`src/rtl/fetch_npc_ctrl.sv`:
```
// Fetch-stage next-PC selection and F/D pipeline register, with the stall-held
// pending-redirect latch and the sticky out-of-range fetch flag.
module fetch_npc_ctrl #(
  parameter logic [31:0] RESET_PC = 32'h0000_3000,
  parameter logic [31:0] IM_BASE  = 32'h0000_3000,
  parameter int unsigned IM_WORDS = 4096
) (
  input  logic        clk,
  input  logic        rst,
  input  logic [31:0] pc_f,
  input  logic [31:0] instr_f,
  input  logic        stall,
  input  logic        br_valid,
  input  logic [31:0] br_target,
  output logic [31:0] npc,
  output logic [31:0] pc_d,
  output logic [31:0] instr_d,
  output logic        valid_d,
  output logic        fetch_err
);

  // Bounds widened to 33 bits so IM_BASE + 4*IM_WORDS cannot wrap.
  localparam logic [32:0] IM_LO = {1'b0, IM_BASE};
  localparam logic [32:0] IM_HI = {1'b0, IM_BASE} + (33'(IM_WORDS) << 2);

  logic [31:0] fd_pc_q,    fd_pc_d;
  logic [31:0] fd_instr_q, fd_instr_d;
  logic        fd_valid_q, fd_valid_d;
  logic        err_q,      err_d;
  logic        pend_v_q,   pend_v_d;
  logic [31:0] pend_tgt_q, pend_tgt_d;
  logic        in_range;

  always_comb begin
    in_range = (pc_f[1:0] == 2'b00) &&
               ({1'b0, pc_f} >= IM_LO) &&
               ({1'b0, pc_f} <  IM_HI);
  end

  // The PC register has no enable, so a stall is expressed by feeding pc_f back.
  always_comb begin
    npc = pc_f + 32'd4;
    if (rst)
      npc = RESET_PC;
    else if (stall)
      npc = pc_f;
    else if (br_valid)
      npc = br_target;
    else if (pend_v_q)
      npc = pend_tgt_q;
  end

  always_comb begin
    fd_pc_d    = fd_pc_q;
    fd_instr_d = fd_instr_q;
    fd_valid_d = fd_valid_q;
    err_d      = err_q;
    pend_v_d   = pend_v_q;
    pend_tgt_d = pend_tgt_q;

    if (stall) begin
      if (br_valid) begin
        pend_v_d   = 1'b1;
        pend_tgt_d = br_target;
      end
    end else begin
      // Delay slot is never flushed: F always advances into D when not stalled.
      fd_pc_d = pc_f;
      if (in_range) begin
        fd_instr_d = instr_f;
        fd_valid_d = 1'b1;
      end else begin
        fd_instr_d = '0;
        fd_valid_d = 1'b0;
        err_d      = 1'b1;
      end
      if (br_valid || pend_v_q)
        pend_v_d = 1'b0;
    end
  end

  always_ff @(posedge clk) begin
    if (rst) begin
      fd_pc_q    <= RESET_PC;
      fd_instr_q <= '0;
      fd_valid_q <= 1'b0;
      err_q      <= 1'b0;
      pend_v_q   <= 1'b0;
      pend_tgt_q <= '0;
    end else begin
      fd_pc_q    <= fd_pc_d;
      fd_instr_q <= fd_instr_d;
      fd_valid_q <= fd_valid_d;
      err_q      <= err_d;
      pend_v_q   <= pend_v_d;
      pend_tgt_q <= pend_tgt_d;
    end
  end

  assign pc_d      = fd_pc_q;
  assign instr_d   = fd_instr_q;
  assign valid_d   = fd_valid_q;
  assign fetch_err = err_q;

endmodule

```
`config.mk`:
```
export PLATFORM = sky130hd
export DESIGN_NAME = fetch_npc_ctrl
export DESIGN_NICKNAME = d
export VERILOG_FILES = /design/src/rtl/fetch_npc_ctrl.sv
export SDC_FILE = /design/constraint.sdc
export NUM_CORES = 1
export LEC_CHECK = 0
export CELL_PAD_IN_SITES_DETAIL_PLACEMENT = 1
export CELL_PAD_IN_SITES_GLOBAL_PLACEMENT = 1
export CORE_MARGIN = 2
export CORE_UTILIZATION = 34
export DETAILED_ROUTE_END_ITERATION = 8
export GPL_ROUTABILITY_DRIVEN = 0
export HOLD_SLACK_MARGIN = 0.1
export PLACE_DENSITY = 0.9
export SLEW_MARGIN = 40
export SYNTH_ARGS = -nofsm -noshare
export SYNTH_HDL_FRONTEND = slang
export SYNTH_SLANG_ARGS = --single-unit
```
`constraint.sdc`:
```
create_clock -name clk -period 7.65 [get_ports clk]
set_input_delay 1.53 -clock clk [delete_from_list [all_inputs] [get_ports clk]]
set_output_delay 1.53 -clock clk [all_outputs]
set_load 0.01 [all_outputs]
```
## After elaboration in Yosys (flattened, before gate mapping)

Index checks and enable logic that the tools add are counted.

| operators by class | value |
|---|---|
| shift operators | 0 |
| divide/modulo/power cells | 0 |
| multiplexer cells | 9 |
| equal/unequal tests | 1 |
| reductions and logical operators | 8 |
| bitwise gates (word level) | 2 |
| order comparisons | 2 |
| $mul | 0 |
| $add $sub $neg | 1 |

Operator list:

| cell | number |
|---|---|
| $mux W32 | 5 |
| $add A32 B3 Y32 const B | 1 |
| $ge A32 B14 Y1 const B | 1 |
| $lt A32 B15 Y1 const B | 1 |
| $reduce_and A2 Y1 | 3 |
| $mux W1 | 4 |
| $logic_and A1 B1 Y1 | 2 |
| $logic_not A2 Y1 | 1 |
| $ne A2 B1 Y1 const B | 1 |
| $not A1 Y1 | 2 |
| $reduce_bool A2 Y1 | 1 |
| $logic_or A1 B1 Y1 | 1 |

| storage, ports and cells | value |
|---|---|
| output and inout bits | 98 |
| word-level logic and storage cells | 29 |
| memories kept | 0 |
| bits in latches | 0 |
| flip-flop bits (word level) | 99 |
| bits in read-only memories | 0 |
| bits in writable memories | 0 |

## Logic depth before layout (Yosys ltp)

| depth | value |
|---|---|
| depth in word-level cells | 5 |
| depth in mapped cells | 7 |

## Worst setup path after synthesis

Ideal clock, no wire load.

| timing | value |
|---|---|
| kind | input -> output |
| start | input pc_f[2] |
| end | output npc[24] |
| path slack | 3011 ps |
| path buffers | 0 |
| arrival | 3109 ps |
| stages on the path | 6 |
| cell sequence | ha_1 -> nand3_2 -> or4_4 -> nor4_2 -> mux2i_1 -> a211oi_2 |

| between the ends | value |
|---|---|
| longest elaborated chain between the ends | 5 |

RTL lines:

| what | line | text |
|---|---|---|
| start, declared | 10 | `input logic [31:0] pc_f,` |
| $add A32 B3 Y32 | 42 | `npc = pc_f + 32'd4;` |
| $mux W32 | 49 | `else if (pend_v_q)` |
| $mux W32 | 47 | `else if (br_valid)` |
| $mux W32 | 45 | `else if (stall)` |
| $mux W32 | 43 | `if (rst)` |
| end, declared | 15 | `output logic [31:0] npc,` |

Every way passes these cells.

## Final worst setup path

| timing | value |
|---|---|
| start | input pc_f[3] |
| end | output npc[26] |

Same word-level chain as after synthesis.

==> flow_summary.yaml <==
outcome:
  status: "complete, no violations"
detailed_routing:
  wl_per_cell_um: 18.93
  vias: 6039
  antenna_left: 0
  viasPerCell: 5.436
  drc: 0
  wirelength_mm: 21.03
  drtPass1Iterations: 5
  dr.first_iter.drc_count: 435
layout:
  final_cell_mix: "clkdlybuf4s50_1, nand2_1, a21oi_1"
  area_growth_pct: 43.46
  drive_above_1_share_pct: 4.804
  nets: 992
  n_fill_cell: 1940
  final_common_cell: "clkdlybuf4s50_1"
  antenna_cells: 0
  finalNonFillerCells: 1111
worst_setup_path:
  worst_setup_path_end_kind: "output port"
  path_max_fanout: 7
  critical_path_class: "in2out"
  setup.worst_path.start_class: "primary input"
  required_ps: 6120
  cp.arrival_ps: 4580
global_route:
  grt_max_degree: 80
  grt_overflow: 0
  grt_pass1_wl_mm: 31.94
  grt_usage_pct: 24.36
  antenna_found_initial: 0
  grt_pass1_vias: 5960
synthesis:
  synth_edf_count: 0
  synth_area_per_cell_um2: 7.390
  synth_warnings: 0
  seq_area_frac_synth_pct: 36.39
  netlist_area_mm2: 0.005446
  synth_largest_area_cell: "dfxtp_1"
  synthFlopType: "dfxtp_1"
  async_flop_share_pct: 0
  syn_inst: 737
  ys_ff_latch: 99
  syn_nets: 839
  synth_cell_types: 45
  synth_area_leaders: "dfxtp_1, a21oi_1, nand2_1"
  netlist.area_leader.share_pct: 36.39
floorplan:
  die_w_um: 130.6
  die_area_mm2: 0.01705
  core-area_mm2: 0.01577
  die_y_um: 130.6
  ios: 198
  initial_core_util_pct: 34.54
  rows: 46
cts:
  cts_resized: 0
  clk_latency_ps: 350
  cts_tree: "done"
  clkSinkCount: 99
  h-tree-depth: 3
  cts_setup_buffers: 0
  cts_max_path_buffers: 2
  root_buffer: "clkbuf_16"
  cts.clk_slew.worst_paths_ps: 80
  cts_hold_buffers: 0
  cts_made_buffers: 9
sta:
  maxSlewViolCount: 0
  setup_violations: 0
  rsz0062_at_grt: "no"
  tightest_slew_ps: 814.2
  fin_crit_sh_pct: 79.89
  period_needed_ps: 6112
  fmax_mhz: 163.6
  hold_viol_final: 0
  setup_tns_ps: 0
  fin_skew_ps: 0
  relSlewSlack_pct: 45.72
placement:
  place_hpwl_mm: 14.97
  io_buffers: 197
  place_inst: 1095
power:
  powerDensity_mw_per_mm2: 166.0
  peakVddDrop_mv: 0.09565
  leakagePower_nw: 2.767
min_path:
  worstHoldPathType: "reg2reg"
flow_run:
  maxCapViolCount: 0
-- layout make-up --
| type | instances | area (µm²) | area share, % |
|---|---|---|---|
| Multi-Input combinational cell | 550 | 3134 | 40.11 |
| Clock buffer | 10 | 239.0 | 3.058 |
| Tap cell | 216 | 270.3 | 3.459 |
| Clock inverter | 6 | 68.82 | 0.8807 |
| Timing Repair Buffer | 206 | 2029 | 25.97 |
| Sequential cell | 99 | 1982 | 25.36 |
| Inverter | 24 | 90.09 | 1.153 |
-- state kept, by name (all words and copies together), names as in the netlist --
signal and count:
instr_d 32, pc_d 32, pend_tgt_q 32, fetch_err 1, pend_v_q 1, valid_d 1
-- final timing paths --
| kind | slack, ps | endpoint | start | cells past startpoint |
|---|---|---|---|---|
| max | 1540 | npc[26] | pc_f[3] | 8 |
| min | 460 | pend_tgt_q[7] | pend_tgt_q[7] | 2 |
| min reg2reg | 460 | pend_tgt_q[7] | pend_tgt_q[7] | 2 |
| max reg2reg | 6340 | pend_v_q | pend_v_q | 3 |
-- critical path: stages --
cell             delay, ps
clkdlybuf4s50_1        600
ha_1                   250
nand3_2                200
nor4_2                 660
nand4_1                190
xor2_1                 200
a2111oi_2              360
clkdlybuf4s50_1        590
-- where the power goes --
group	internal (mW)	switching (mW)
sequential	0.533	0.00943
combinational	0.129	0.139
clock	0.266	0.219
-- Yosys cell counts (3+ instances only) --
cell and number:
a211oi_1 12, buf_1 5, mux2i_1 34, a31oi_1 5
a221oi_1 5, nand3b_1 35, nor4_1 10, nand2_1 134
xnor2_1 7, nor2b_1 14, clkbuf_1 55, and2_1 3
a211o_1 4, nor3b_1 12, nand2b_1 5, buf_2 4
nand4_1 12, nand3_1 4, xor2_1 5, dfxtp_1 99
or2_2 4, inv_1 24, nor3_1 13, a21oi_1 123
a41oi_1 4, o21ai_0 18, nor2_1 59, nor4_2 3
-- per-stage QoR --
step                power (mW)  hold slack, ps  util, %  instance area (µm²)  worst slack [ps]
finish                   1.297           457.4    49.55                 7814              1538
global route             1.354           484.4    49.55                 7814              1286
CTS                      1.312           460.4    49.55                 7814              1569
detailed placement      0.8216           449.0    47.60                 7506              1587
global placement        0.8162           441.6    47.60                 7506              1637
floorplan               0.6765           431.2        -                 5446              3011
-- cell families (layout without fill, tap and decap cells) --
family / Yosys count / in the layout / share of synthesized area, %
XOR/XNOR: 12 / 12 / 1.930
flip-flops: 99 / 99 / 36.39
adder cells (fa/ha/maj): 2 / 2 / 0.4594
AND/OR/NAND/NOR: 317 / 317 / 28.99
AO/OA/AOI/OAI: 185 / 185 / 19.83
buffers and inverters: 88 / 246 / 6.157
multiplexers: 34 / 34 / 6.249
-- routing by layer --
layer / track usage, % / vias up / share of wire (%)
li1: - / 2851 / -
met1: 27.72 / 2931 / 40
met2: 41.85 / 225 / 49
met3: 9.650 / 32 / 8.8
met4: 8.073 / 0 / 2.4
met5: 0 / - / 0
Note: power is estimated with default switching activity, not from simulation.
